--- config.mk ---
export PLATFORM = sky130hd
export DESIGN_NAME = sseg_score_ctrl
export DESIGN_NICKNAME = d
export VERILOG_FILES = /design/src/rtl/sseg_score_ctrl.sv
export SDC_FILE = /design/constraint.sdc
export NUM_CORES = 1
export LEC_CHECK = 0
export ABC_AREA = 1
export BUFFER_PORTS_ARGS = -buffer_cell sky130_fd_sc_hd__buf_4
export CORE_ASPECT_RATIO = 0.9
export CORE_MARGIN = 8
export CORE_UTILIZATION = 44
export CTS_CLUSTER_SIZE = 25
export DETAILED_ROUTE_END_ITERATION = 12
export GPL_ROUTABILITY_DRIVEN = 0
export HOLD_SLACK_MARGIN = 0.05
export SYNTH_ARGS = -nofsm -noshare
export SYNTH_HDL_FRONTEND = slang
export SYNTH_SLANG_ARGS = --single-unit
export TNS_END_PERCENT = 100
--- constraint.sdc ---
create_clock -name pclk -period 2.69 [get_ports pclk]
set_input_delay 0.269 -clock pclk [delete_from_list [all_inputs] [get_ports pclk]]
set_output_delay 0.269 -clock pclk [all_outputs]
set_load 0.005 [all_outputs]
--- src/rtl/sseg_score_ctrl.sv ---
`default_nettype none
// ============================================================================
// Module      : sseg_score_ctrl
// Description : PONG score keeper and 4-digit common-anode display scanner.
//               Holds both players' scores, detects game over, and
//               time-multiplexes a single shared sseg_conv by driving its
//               3-bit point code together with the active-low anodes.
//               Optional build macro: SSEG_LAST_POINT_DP_EN lights the
//               decimal point on the digit of the player who scored last.
// Revision    : 1.0 - initial release
// ============================================================================
module sseg_score_ctrl #(
    parameter logic [15:0] REFRESH_DIV = 16'd50000, // pclk cycles per digit (>=2)
    parameter int          WIN_SCORE   = 3,         // score that ends the game (1..3)
    parameter int          FLASH_SCANS = 64         // scans per half-period of winner flash (>=1)
) (
    input  logic       pclk,
    input  logic       rst_n,
    input  logic       point_l,
    input  logic       point_r,
    input  logic       new_game,
    output logic [2:0] point_code,
    output logic [3:0] an,
    output logic       dp,
    output logic [1:0] score_l,
    output logic [1:0] score_r,
    output logic       game_over
);

    // ------------------------------------------------------------------------
    // Constants
    // ------------------------------------------------------------------------
    localparam logic [0:0]  c_st_play    = 1'b0;
    localparam logic [0:0]  c_st_over    = 1'b1;

    localparam logic [15:0] c_presc_last = REFRESH_DIV - 16'd1;
    localparam int          c_fw         = (FLASH_SCANS > 1) ? $clog2(FLASH_SCANS) : 1;
    localparam logic [c_fw-1:0] c_flash_last = c_fw'(FLASH_SCANS - 1);
    localparam logic [1:0]  c_win        = 2'(WIN_SCORE);

    localparam logic [2:0]  c_code_p     = 3'd4;   // "P" glyph for the winner
    localparam logic [2:0]  c_code_sep   = 3'd7;   // separator glyph
    localparam logic [1:0]  c_dig_l      = 2'd3;   // leftmost digit carries left score
    localparam logic [1:0]  c_dig_r      = 2'd0;   // rightmost digit carries right score
    localparam logic [1:0]  c_score_max  = 2'd3;

    // ------------------------------------------------------------------------
    // State
    // ------------------------------------------------------------------------
    logic [15:0]     r_presc;
    logic [1:0]      r_idx;
    logic [c_fw-1:0] r_fcnt;
    logic            r_fphase;      // 1 = winner digit visible
    logic [0:0]      r_state;
    logic [1:0]      r_score_l;
    logic [1:0]      r_score_r;
    logic [1:0]      r_win;         // [1] left won, [0] right won
    logic [3:0]      r_an;
    logic [2:0]      r_pc;

    // ------------------------------------------------------------------------
    // Combinational helpers
    // ------------------------------------------------------------------------
    logic       w_presc_wrap;
    logic       w_scan_wrap;
    logic       w_play;
    logic       w_over;
    logic       w_acc_l;
    logic       w_acc_r;
    logic [1:0] w_inc_l;
    logic [1:0] w_inc_r;
    logic       w_win_l;
    logic       w_win_r;
    logic       w_enter_over;
    logic       w_blank;
    logic [3:0] w_an_nxt;
    logic [2:0] w_pc_nxt;

    assign w_presc_wrap = (r_presc == c_presc_last);
    assign w_scan_wrap  = w_presc_wrap && (r_idx == 2'd3);
    assign w_play       = (r_state == c_st_play);
    assign w_over       = (r_state == c_st_over);

    // new_game wins over points; left wins over a simultaneous right point
    assign w_acc_l      = w_play && point_l && !new_game;
    assign w_acc_r      = w_play && point_r && !point_l && !new_game;

    // Saturating increments; saturation cannot be hit with WIN_SCORE <= 3
    // but keeps a 3 from wrapping to 0 under any parameterisation.
    assign w_inc_l      = (r_score_l == c_score_max) ? c_score_max : r_score_l + 2'd1;
    assign w_inc_r      = (r_score_r == c_score_max) ? c_score_max : r_score_r + 2'd1;

    assign w_win_l      = w_acc_l && (w_inc_l == c_win);
    assign w_win_r      = w_acc_r && (w_inc_r == c_win);
    assign w_enter_over = w_win_l || w_win_r;

    // Winner's digit goes dark during the off half of the flash
    assign w_blank = w_over && !r_fphase &&
                     (((r_idx == c_dig_l) && r_win[1]) ||
                      ((r_idx == c_dig_r) && r_win[0]));

    // Anode drive: one-cold on the current digit unless it is blanked
    assign w_an_nxt = w_blank ? 4'b1111 : ~(4'b0001 << r_idx);

    // Point code selection for the current digit
    always_comb begin
        w_pc_nxt = c_code_sep;
        case (r_idx)
            c_dig_l: w_pc_nxt = (w_over && r_win[1]) ? c_code_p : {1'b0, r_score_l};
            c_dig_r: w_pc_nxt = (w_over && r_win[0]) ? c_code_p : {1'b0, r_score_r};
            default: w_pc_nxt = c_code_sep;
        endcase
    end

    // ------------------------------------------------------------------------
    // Refresh prescaler: one wrap per digit slot
    // ------------------------------------------------------------------------
    always_ff @(posedge pclk or negedge rst_n) begin
        if (!rst_n) begin
            r_presc <= 16'd0;
        end else if (w_presc_wrap) begin
            r_presc <= 16'd0;
        end else begin
            r_presc <= r_presc + 16'd1;
        end
    end

    // Digit index advances once per prescaler wrap, rolling 3 -> 0
    always_ff @(posedge pclk or negedge rst_n) begin
        if (!rst_n) begin
            r_idx <= 2'd0;
        end else if (w_presc_wrap) begin
            r_idx <= r_idx + 2'd1;
        end
    end

    // Flash timing: count full scans, toggle phase every FLASH_SCANS scans;
    // restart in the visible phase whenever the game ends
    always_ff @(posedge pclk or negedge rst_n) begin
        if (!rst_n) begin
            r_fcnt   <= '0;
            r_fphase <= 1'b1;
        end else if (w_enter_over) begin
            r_fcnt   <= '0;
            r_fphase <= 1'b1;
        end else if (w_scan_wrap) begin
            if (r_fcnt == c_flash_last) begin
                r_fcnt   <= '0;
                r_fphase <= ~r_fphase;
            end else begin
                r_fcnt   <= r_fcnt + c_fw'(1);
            end
        end
    end

    // Game state machine with scores and winner latch
    always_ff @(posedge pclk or negedge rst_n) begin
        if (!rst_n) begin
            r_state   <= c_st_play;
            r_score_l <= 2'd0;
            r_score_r <= 2'd0;
            r_win     <= 2'b00;
        end else if (new_game) begin
            r_state   <= c_st_play;
            r_score_l <= 2'd0;
            r_score_r <= 2'd0;
            r_win     <= 2'b00;
        end else if (w_acc_l) begin
            r_score_l <= w_inc_l;
            if (w_win_l) begin
                r_state <= c_st_over;
                r_win   <= 2'b10;
            end
        end else if (w_acc_r) begin
            r_score_r <= w_inc_r;
            if (w_win_r) begin
                r_state <= c_st_over;
                r_win   <= 2'b01;
            end
        end
    end

    // Anodes and point code registered together so they never skew
    always_ff @(posedge pclk or negedge rst_n) begin
        if (!rst_n) begin
            r_an <= 4'b1111;
            r_pc <= 3'b111;
        end else begin
            r_an <= w_an_nxt;
            r_pc <= w_pc_nxt;
        end
    end

`ifdef SSEG_LAST_POINT_DP_EN
    logic [1:0] r_last;             // [1] left scored last, [0] right scored last
    logic       r_dp;
    logic       w_dp_nxt;

    assign w_dp_nxt = !( !w_blank &&
                         (((r_idx == c_dig_l) && r_last[1]) ||
                          ((r_idx == c_dig_r) && r_last[0])) );

    // Remember which player took the most recent accepted point
    always_ff @(posedge pclk or negedge rst_n) begin
        if (!rst_n) begin
            r_last <= 2'b00;
        end else if (new_game) begin
            r_last <= 2'b00;
        end else if (w_acc_l) begin
            r_last <= 2'b10;
        end else if (w_acc_r) begin
            r_last <= 2'b01;
        end
    end

    // Decimal point registered alongside the anodes
    always_ff @(posedge pclk or negedge rst_n) begin
        if (!rst_n) begin
            r_dp <= 1'b1;
        end else begin
            r_dp <= w_dp_nxt;
        end
    end

    assign dp = r_dp;
`else
    assign dp = 1'b1;
`endif

    assign an         = r_an;
    assign point_code = r_pc;
    assign score_l    = r_score_l;
    assign score_r    = r_score_r;
    assign game_over  = w_over;

endmodule
`default_nettype wire

# [Word-level counts from Yosys, hierarchy flattened]
# Cells that the tools add are included.
[totals] output_inout_bits=13 regBits=39 inputBits=5 elab_cells=85
[classes] n_eq_ne=9 n_mux=28 n_shift=1 bitwise_logic=3 addsub=5 n_reduce_logical=29
[ops] cell="2-bit two-way mux" count=12
[ops] cell="6-bit two-way mux" count=3
[ops] cell="16-bit by 1-bit adder with 16-bit output, second input constant" count=1
[ops] cell="16-bit == test, second input constant" count=1
[ops] cell="16-bit two-way mux" count=1
[ops] cell="1-bit logical AND" count=14
[ops] cell="2-bit == test, second input constant" count=5
[ops] cell="1-bit two-way mux" count=8
[ops] cell="2-bit nonzero test" count=4
[ops] cell="2-bit by 1-bit adder with 2-bit output, second input constant" count=3
[ops] cell="6-bit by 1-bit adder with 6-bit output, second input constant" count=1
[ops] cell="6-bit == test, second input constant" count=1
[ops] cell="3-bit two-way mux" count=2
[ops] cell="3-bit one-hot mux with 2 select lines" count=1
[ops] cell="3-bit nonzero test" count=2
[ops] cell="4-bit two-way mux" count=1
[ops] cell="4-bit inverter" count=1
[ops] cell="2-bit AND reduction" count=2
[ops] cell="1-bit by 2-bit left shift with 4-bit output, first input constant" count=1
[ops] cell="1-bit zero test" count=3
[ops] cell="3-bit by 2-bit inequality test with 1-bit output, second input constant" count=1
[ops] cell="3-bit AND reduction" count=1
[ops] cell="2-bit zero test" count=1
[ops] cell="1-bit logical OR" count=2
[ops] cell="2 further kinds" count=3

# [Logic depth before layout (Yosys ltp)]
[depth] word_depth=9 mapped_depth=9 ltp_nobuf=9

# [Worst setup path before layout]
# OpenSTA, ideal clock, no wires.
[synth_path] path_kind="register -> register" start="register r_presc[0]" end="register r_fcnt[0]" n_path_buf=0 path_slack_ns=1.426 required_ns=2.574 period_less_slack_ns=1.264 setup_ns=0.116 path_stages_with_launch=9 t_arrival_ns=1.147 path_cell_list="dfrtp_1 -> ha_1 -> nand3_2 -> nor2_4 -> nand3_2 -> nand2_4 -> inv_2 -> nand2_1 -> nand2_1"
[synth_between] elab_chain_len=3
[synth_rtl] item="start: declaration" line_no="50" text="logic [15:0] r_presc;"
[synth_rtl] item="start signal: assignment" line_no="124" text="r_presc <= r_presc + 16'd1;"
[synth_rtl] item="16-bit == test" line_no="79" text="assign w_presc_wrap = (r_presc == c_presc_last);"
[synth_rtl] item="1-bit logical AND" line_no="80" text="assign w_scan_wrap = w_presc_wrap && (r_idx == 2'd3);"
[synth_rtl] item="2-bit nonzero test (no source line)"
[synth_rtl] item="end signal: assignment" line_no="151" text="r_fcnt <= r_fcnt + c_fw'(1);"
[synth_rtl] item="end: declaration" line_no="52" text="logic [c_fw-1:0] r_fcnt;"
# Every way passes these cells.
# A chain may end at the register's enable or synchronous reset.

# [Final worst setup path]
[layout_path] start="register r_presc[0]" end="register r_presc[13]"
[layout_between] elab_chain_len=2 elab_cells_between_ends=3 cone_classes="add/sub (1); eq/ne (1); mux (1)"
[layout_rtl] item="16-bit by 1-bit adder with 16-bit output or 16-bit == test (tied branches)" line_no="124, 79"
[layout_rtl] item="16-bit two-way mux (*)" line_no="121" text="end else if (w_presc_wrap) begin"
# Every way passes the cells marked *; elsewhere a longest branch is shown, timed or not.

==> flow_summary.toml <==
[clocking]
cts.clk_slew.worst_paths_ns = 0.08
cts_tree = "built"
ctsResizeCount = 0
cts-root-buf = "clkbuf_8"
cts_buffers = 5
clkLatencyLatePin_ns = 0.29
cts_buffer_depth = 2
cts.sinks = 39
htree_levels = 2

[timing]
timing.fmax_ghz = 0.705
finalClockSkew_ns = 0.00621
hold_viol = 0
grt_setup_unrepaired = "false"
period_needed_ns = 1.42
setup_tns_ns = 0
timing.final.max_slew_violations = 0
fin_crit_sh_pct = 52.8
setup_viol = 0

[job]
drv_cap = 0

[global_routing]
overflow = 0
grt_usage_pct = 12.5
grt_pass1_vias = 1508
antenna_found_initial = 0
grt_pass1_wl_um = 6810
grt_max_degree = 40

[critical_path]
cp-start-kind = "flop"
cp_slowest_cell = "dfrtp_1"
cp_top_family = "simple AND/OR/NAND/NOR gates"
worstPathArrival_ns = 1.60
slowest_delay_ns = 0.38
critPathMaxFanout = 7
critPathRequiredTime_ns = 2.87
critical_path_class = "reg -> reg"
path_cells = "ha_1 > nand3_2 > nor2_4 > nand2_2 > inv_2 > nor2_1 > o21ai_1 > inv_1"
critPathBufInv = 2
cp-end-kind = "flop"

[die]
die_w_um = 86.9
dieArea_um2 = 6940
core-area_um2 = 4400
die_y_um = 79.9
start_util_pct = 45.3
ios = 18
rows = 23

[place]
dpl_cell_area_um2 = 2180
dp_hpwl_um = 2730
port_buffers = 16

[pwr]
combPwrFrac_pct = 7.3
seqPwrFrac_pct = 52.6
leakage_nw = 1.15
switching_share_pct = 23.6
clkPwrFrac_pct = 40.1
p_sw_uw = 285
powerDensity_nw_per_um2 = 525
p_int_uw = 926
ir_drop_uv = 378

[synth]
syn_inst = 236
syn_area_um2 = 1990
seq_area_frac_synth_pct = 49.5
yosysWarnings = 0
syn_area_per_cell_um2 = 8.45
syn_nets = 247
postSynth.asyncResetShare_pct = 100
yosys.cell_types.count = 29
synth_edf_count = 0
synth-seq-cells = 39
ys.flop_type = "dfrtp_1"

[detailed_routing]
finalWirelength_um = 3670
drc_errors = 0
routed_via_density = 4.66
postRouteAntennaNets = 0
drt_iter0_markers = 130
num_vias = 1501
avgRoutedWirePerCell_um = 11.4
first_pass_iters = 4

[finish]
layout_common_cells = "nand2_1, dfrtp_1, inv_1, nor2_1, nand3_1"
fin_area_um2 = 2310
antennaDiodeCount = 0
syn_to_final_growth_pct = 15.7
num-nets-final = 270
final_common_cell = "nand2_1"
nFillCells = 425
drive_gt1_share_pct = 21.5

[worst_hold_path]
min_path_type = "in -> reg"

[run_status]
outcome = "finished, final reports clean"
-- registers in the layout (all words and copies together), names as in the netlist --
register and flops:
r_win 2, point_code 3, score_r 2, game_over 1
r_fphase 1, r_idx 2, score_l 2, an 4
r_presc 16, r_fcnt 6
-- kinds of logic (layout without fill, tap and decap cells) --
group,count (synthesis),in the layout,share of synthesized area [%]
XOR/XNOR,11,11,4.83
other,1,1,0.188
flip-flops,39,39,49.5
buffers and inverters,36,60,7.09
AND/OR/NAND/NOR,125,125,29.9
AO/OA/AOI/OAI,18,18,4.77
adder cells (fa/ha/maj),6,6,3.77
-- worst reg2reg max path, stage by stage (launching register included) --
cell and delay [ns]:
dfrtp_1 0.38, ha_1 0.20, nand3_2 0.14, nor2_4 0.16, nand2_2 0.13, inv_2 0.13, nor2_1 0.06, o21ai_1 0.07
inv_1 0.05
-- cell type report --
class | count | area (um2) | share of cell area (%)
Clock inverter | 3 | 43.8 | 1.90
Clock buffer | 5 | 68.8 | 2.98
Inverter | 35 | 134 | 5.81
Tap cell | 62 | 77.6 | 3.36
Sequential cell | 39 | 986 | 42.8
Timing Repair Buffer | 17 | 130 | 5.64
Multi-Input combinational cell | 161 | 866 | 37.5
-- stage by stage --
step	total power, mW	hold slack, ns	worst slack (ns)	utilization, %	std cells
6_report	1.21	0.126	1.27	52.4	322
5_1_grt	1.28	0.109	1.13	52.4	322
4_1_cts	1.23	0.115	1.25	52.4	322
3_5_place_dp	0.738	0.274	1.27	49.6	313
3_3_place_gp	0.736	0.276	1.30	49.6	313
2_1_floorplan	0.695	-0.0266	1.43	-	236
-- synth_stat cells, types with 2 or more instances --
cell type | n | area share (%)
a21oi_1 | 3 | 0.75
a31oi_1 | 2 | 0.63
clkinv_1 | 2 | 0.38
dfrtp_1 | 31 | 39
dfstp_2 | 8 | 11
ha_1 | 6 | 3.8
inv_1 | 27 | 5.1
inv_2 | 5 | 0.94
nand2_1 | 50 | 9.4
nand2_2 | 6 | 1.9
nand3_1 | 24 | 6.0
nand3_2 | 3 | 1.5
nand4_1 | 3 | 0.94
nor2_1 | 27 | 5.1
nor2_2 | 3 | 0.94
nor2_4 | 3 | 1.7
nor3_1 | 2 | 0.50
o21ai_0 | 8 | 2.0
o21ai_1 | 4 | 1.0
xor2_1 | 10 | 4.4
-- timing repair --
| item | 4_1_cts | 5_1_grt |
|---|---|---|
| hold buffers | 1 | 0 |
| buffers inserted | 0 | 0 |
| hold endpoints to repair | 31 | 0 |
-- path summary, 6_finish.rpt --
kind | cells past startpoint | slack [ns] | endpoint | from
max | 8 | 1.27 | r_presc[13]$_DFF_PN0_ | r_presc[0]$_DFF_PN0_
min | 2 | 0.13 | score_r[1]$_DFFE_PN0P_ | new_game
max reg2reg | 8 | 1.27 | r_presc[13]$_DFF_PN0_ | r_presc[0]$_DFF_PN0_
min reg2reg | 1 | 0.47 | r_presc[0]$_DFF_PN0_ | r_presc[0]$_DFF_PN0_
max in group asynchronous | 2 | 1.85 | point_code[0]$_DFF_PN1_ | rst_n
min in group asynchronous | 2 | 0.48 | r_presc[6]$_DFF_PN0_ | rst_n
-- power groups by stage --
stage,Sequential [mW],Clock (mW),Combinational (mW)
floorplan,0.643,0,0.0527
global placement,0.647,0,0.0884
detailed placement,0.648,0,0.0901
CTS,0.637,0.500,0.0911
global route,0.641,0.524,0.110
finish,0.638,0.485,0.0883
-- layer usage --
layer  share of wire [%]  vias up  GRT usage, %
met5                   0        -             0
met4                 2.5        0          6.70
met3                 5.3       10          3.81
met2                  44       29          17.8
met1                  49      676          16.5
li1                    -      786             -
Note: power is estimated with default switching activity, not from simulation.
